File: src/rtl/freq_meter_param.sv
`default_nettype none
// ============================================================================
// Module      : freq_meter_param
// Description : Gated frequency meter. Counts synchronised sigin edges over a
//               GATE_CYCLES window and publishes a saturating count.
// Revision    : 1.0 - initial release
// ============================================================================
module freq_meter_param #(
    parameter int CNT_W       = 16,
    parameter int GATE_CYCLES = 1000000,
    parameter int SYNC_STAGES = 2
) (
    input  logic             clk,
    input  logic             rst_n,
    input  logic             sigin,
    input  logic             en,
    input  logic             edge_mode,
    output logic [CNT_W-1:0] freq,
    output logic             freq_valid,
    output logic             overflow,
    output logic             busy
);

    localparam int                GATE_W    = $clog2(GATE_CYCLES);
    localparam logic [GATE_W-1:0] GATE_LAST = GATE_W'(GATE_CYCLES - 1);
    localparam logic [CNT_W-1:0]  CNT_MAX   = '1;

    typedef enum logic [0:0] {
        IDLE = 1'b0,
        RUN  = 1'b1
    } state_t;

    logic [SYNC_STAGES-1:0] sync_q, sync_d;
    logic                   prev_q, prev_d;
    state_t                 state_q, state_d;
    logic [GATE_W-1:0]      gate_q, gate_d;
    logic [CNT_W-1:0]       cnt_q, cnt_d;
    logic                   win_ovf_q, win_ovf_d;
    logic [CNT_W-1:0]       freq_q, freq_d;
    logic                   freq_valid_q, freq_valid_d;
    logic                   overflow_q, overflow_d;

    logic                   sync_out, rise, fall, edge_evt;
    logic                   cnt_at_max;
    logic [CNT_W-1:0]       cnt_next;
    logic                   ovf_next;

    // Synchroniser and edge detector run regardless of en so that the
    // first window after enabling sees a settled previous sample.
    always_comb begin
        sync_d = {sync_q[SYNC_STAGES-2:0], sigin};
        prev_d = sync_q[SYNC_STAGES-1];
    end

    assign sync_out   = sync_q[SYNC_STAGES-1];
    assign rise       = sync_out & ~prev_q;
    assign fall       = ~sync_out & prev_q;
    assign edge_evt   = rise | (edge_mode & fall);

    assign cnt_at_max = (cnt_q == CNT_MAX);
    assign cnt_next   = (edge_evt && !cnt_at_max) ? cnt_q + CNT_W'(1) : cnt_q;
    assign ovf_next   = win_ovf_q | (edge_evt & cnt_at_max);

    always_comb begin
        state_d      = state_q;
        gate_d       = gate_q;
        cnt_d        = cnt_q;
        win_ovf_d    = win_ovf_q;
        freq_d       = freq_q;
        overflow_d   = overflow_q;
        freq_valid_d = 1'b0;
        case (state_q)
            IDLE: begin
                gate_d    = '0;
                cnt_d     = '0;
                win_ovf_d = 1'b0;
                if (en) state_d = RUN;
            end
            RUN: begin
                if (gate_q == GATE_LAST) begin
                    // Publish includes the final cycle's event; next window
                    // starts at gate 0 in the very next cycle.
                    freq_d       = cnt_next;
                    overflow_d   = ovf_next;
                    freq_valid_d = 1'b1;
                    gate_d       = '0;
                    cnt_d        = '0;
                    win_ovf_d    = 1'b0;
                    if (!en) state_d = IDLE;
                end else if (!en) begin
                    state_d   = IDLE;
                    gate_d    = '0;
                    cnt_d     = '0;
                    win_ovf_d = 1'b0;
                end else begin
                    gate_d    = gate_q + GATE_W'(1);
                    cnt_d     = cnt_next;
                    win_ovf_d = ovf_next;
                end
            end
            default: state_d = IDLE;
        endcase
    end

    always_ff @(posedge clk or negedge rst_n) begin
        if (!rst_n) begin
            sync_q       <= '0;
            prev_q       <= 1'b0;
            state_q      <= IDLE;
            gate_q       <= '0;
            cnt_q        <= '0;
            win_ovf_q    <= 1'b0;
            freq_q       <= '0;
            freq_valid_q <= 1'b0;
            overflow_q   <= 1'b0;
        end else begin
            sync_q       <= sync_d;
            prev_q       <= prev_d;
            state_q      <= state_d;
            gate_q       <= gate_d;
            cnt_q        <= cnt_d;
            win_ovf_q    <= win_ovf_d;
            freq_q       <= freq_d;
            freq_valid_q <= freq_valid_d;
            overflow_q   <= overflow_d;
        end
    end

    assign freq       = freq_q;
    assign freq_valid = freq_valid_q;
    assign overflow   = overflow_q;
    assign busy       = (state_q == RUN);

endmodule
`default_nettype wire

File: config.mk
export PLATFORM = sky130hd
export DESIGN_NAME = freq_meter_param
export DESIGN_NICKNAME = d
export VERILOG_FILES = /design/src/rtl/freq_meter_param.sv
export SDC_FILE = /design/constraint.sdc
export NUM_CORES = 1
export LEC_CHECK = 0
export CAP_MARGIN = 15
export CORE_AREA = 3 3 130 82
export DETAILED_ROUTE_END_ITERATION = 10
export DIE_AREA = 0 0 133 85
export GPL_TIMING_DRIVEN = 0
export RECOVER_POWER = 50
export SLEW_MARGIN = 20
export SYNTH_ARGS = -nofsm -noshare
export SYNTH_HDL_FRONTEND = slang
export SYNTH_SLANG_ARGS = --single-unit
File: constraint.sdc
create_clock -name clk -period 4.65 [get_ports clk]
set_clock_uncertainty 0.1 [all_clocks]
set_input_delay 1.395 -clock clk [delete_from_list [all_inputs] [get_ports clk]]
set_output_delay 1.395 -clock clk [all_outputs]
set_load 0.02 [all_outputs]
==> results.py <==
metrics = {
    "outcome": {
        "status": "complete, no violations",
    },
    "timing": {
        "tns_ns": 0,
        "setup_viol": 0,
        "maxSlewHeadroom": 0.1786,
        "worst_pin_slew_ns": 1.232,
        "fin_crit_ns": 2.919,
        "final_hold_viol_count": 0,
        "rsz0062_at_grt": "false",
        "final_max_slew_viol_count": 0,
        "fmax_mhz": 342.6,
        "worst_slack_ns": 1.731,
        "post-route-period-util": 0.6278,
        "holdWs_ns": 0.2454,
    },
    "setup_path": {
        "worst-path-max-fanout": 5,
        "end_kind": "flip-flop",
        "start_kind": "input port",
        "slowest_delay_ns": 0.50,
        "critPathSlowestCell": "clkdlybuf4s50_1",
        "critPathRequiredTime_ns": 4.75,
        "crit_type": "input port to flip-flop",
        "arrival_ns": 3.02,
        "worstPathCellList": "clkdlybuf4s50_1 > nand3b_4 > a2111oi_4 > nand4bb_1 > xor2_1 > o21ai_1",
    },
    "flow_run": {
        "maxCapViolCount": 0,
    },
    "floorplanning": {
        "start_util": 0.2830,
        "fp.dieW_um": 133,
        "fp.dieArea_mm2": 0.01131,
        "pin_count": 24,
        "die_h_um": 85,
        "core_mm2": 0.009634,
        "fp-row-count": 28,
    },
    "clocking": {
        "cts_resized": 0,
        "cts_tree": "yes",
        "numClockSinks": 59,
        "worstSkewPairLatency_ns": 0.32,
        "cts_setup_buffers": 0,
        "cts.htree.levels": 3,
        "cts_buffer_depth": 2,
        "cts_buffers": 9,
        "cts.clk_slew.worst_paths_ns": 0.05,
        "clockRootBuffer": "clkbuf_16",
        "cts_hold_buf": 0,
    },
    "synthesis": {
        "synthFlopType": "dfrtp_1",
        "synth_edf_count": 0,
        "synth_area_mm2": 0.002726,
        "synthArstFlopShare": 1.000,
        "synth.distinct_cells": 46,
        "synthCells": 256,
        "synth_seq_cells": 59,
        "avgSynthCellArea_um2": 10.65,
        "yosysSeqAreaShare": 0.5415,
        "syn-num-nets": 263,
        "synth_warnings": 0,
    },
    "cells_and_area": {
        "nFillCells": 970,
        "drive_above_1_share": 0.1250,
        "final_nets": 298,
        "antenna_cells": 0,
        "areaGrowthSynthToFinish_pct": 27.26,
        "multi_input_area_mm2": 0.001180,
        "seqCellArea_mm2": 0.001476,
    },
    "routing": {
        "drtAntennaViolNets": 0,
        "drtIter0Drc": 84,
        "vias_per_cell": 4.559,
        "routed_wl_um": 5773,
        "firstDrtPassIters": 6,
        "dr_total_vias": 1965,
        "drc": 0,
        "wl_per_cell_um": 13.39,
    },
    "placed_design": {
        "place_ws_ns": 1.425,
        "dp_hpwl_um": 4062,
        "globalplace.congestion": 0.8436,
        "portBuffers": 23,
    },
    "global_routing": {
        "grt_first_pass_wirelength_um": 9984,
        "overflow": 0,
        "grt_max_degree": 40,
        "grt_pass1_vias": 1886,
        "antenna_found_initial": 0,
        "grtUsageTotal": 0.1130,
    },
    "power_and_ir_drop": {
        "p_per_area_mw_per_mm2": 377.3,
        "fin_total_pwr_uw": 1309,
        "p_leak_uw": 0.001426,
        "max-vdd-ir-drop_mv": 0.1658,
    },
    "hold_path": {
        "hold_class": "flip-flop to flip-flop",
    },
}
-- through the flow --
stage | util | std cells | instance area [um2]
global placement | 0.3244 | 414 | 3126
finish | 0.3601 | 431 | 3470
detailed placement | 0.3262 | 415 | 3143
CTS | 0.3618 | 431 | 3486
floorplan | - | 256 | 2726
global route | 0.3601 | 431 | 3470
-- placed cells by master (no fill, tap or decap), types with 2 or more instances in the layout --
master	count
a311oi_1	2
nand4_1	8
bufinv_16	3
nor4_1	3
nor3b_1	3
nor3_2	3
nor2_1	43
and4_1	3
mux2i_1	2
xnor2_1	14
a31oi_1	2
dfrtp_1	59
dlygate4sd3_1	2
o21ai_0	5
inv_1	5
nand3b_1	2
nor3_1	2
buf_2	4
nand4b_1	2
clkinv_2	2
nand2_1	24
ha_1	2
xor2_1	15
nand3_1	12
a21oi_1	4
and2_1	2
and3_1	3
clkbuf_1	3
clkbuf_16	9
o21ai_1	11
clkdlybuf4s50_1	20
-- sequential cells by signal (all words and copies together), names as in the netlist --
register    cells
gate_q         20
cnt_q          16
freq           16
sync_q          2
busy            1
freq_valid      1
overflow        1
prev_q          1
win_ovf_q       1
-- synth_stat cells, types with 2 or more instances --
library cell	instances	area, um2
dfrtp_1	59	1476
nor2_1	43	161.4
nand2_1	24	90.09
xor2_1	15	131.4
xnor2_1	14	122.6
nand3_1	11	55.05
o21ai_1	11	55.05
nand4_1	7	43.79
buf_2	5	25.02
inv_1	5	18.77
o21ai_0	5	25.02
a21oi_1	4	20.02
and3_1	3	18.77
and4_1	3	26.28
nor3_2	3	30.03
nor3b_1	3	22.52
nor4_1	3	18.77
a311oi_1	2	17.52
a31oi_1	2	12.51
and2_1	2	12.51
ha_1	2	25.02
mux2i_1	2	20.02
nand3_2	2	20.02
nand3b_1	2	15.01
nand4b_1	2	17.52
nor3_1	2	10.01
-- layer usage --
| layer | wire (um) | global-route usage | part of all wire | vias up |
|---|---|---|---|---|
| li1 | - | - | - | 957 |
| met1 | 3142 | 0.1716 | 0.54 | 953 |
| met2 | 2256 | 0.1418 | 0.39 | 46 |
| met3 | 276 | 0.04265 | 0.048 | 9 |
| met4 | 98 | 0.04340 | 0.017 | 0 |
| met5 | 0 | 0 | 0 | - |
-- final timing paths --
path	start	cells past startpoint	endpoint	slack [ns]
max	edge_mode	6	freq[15]	1.73
min	sync_q[0]	0	sync_q[1]	0.25
max reg2reg	gate_q[0]	7	gate_q[14]	2.36
min reg2reg	sync_q[0]	0	sync_q[1]	0.25
max in group asynchronous	rst_n	2	gate_q[0]	2.44
min in group asynchronous	rst_n	1	freq[9]	1.22
-- critical path, delay by kind of cell --
family	cells	cell delay, ns
xor gates and xnor gates	1	0.24
and+or+nand+nor	2	0.29
buffers and inverters	1	0.50
AOI/OAI and AO/OA	2	0.58
-- layout make-up --
type,instances,area share
Clock buffer,11,0.06996
Multi-Input combinational cell,185,0.3401
Inverter,6,0.006491
Sequential cell,59,0.4255
Buffer,6,0.01010
Tap cell,135,0.04868
Clock inverter,5,0.02885
Timing Repair Buffer,24,0.07032
-- cells by family after synthesis --
family	synth area share
XOR/XNOR	0.09316
AO/OA/AOI/OAI	0.07481
AND/OR/NAND/NOR	0.2483
flip-flops	0.5415
adder cells (fa/ha/maj)	0.009177
buffers and inverters	0.02157
multiplexers	0.01147
-- where the power goes --
group | switching (uW) | leakage [uW] | internal [uW]
registers | 3.01 | 0.000735 | 517
clock network | 221 | 0.000169 | 535
logic | 22.7 | 0.000521 | 9.53
total | 247 | 0.00143 | 1060
Note: power is estimated with default switching activity, not from simulation.
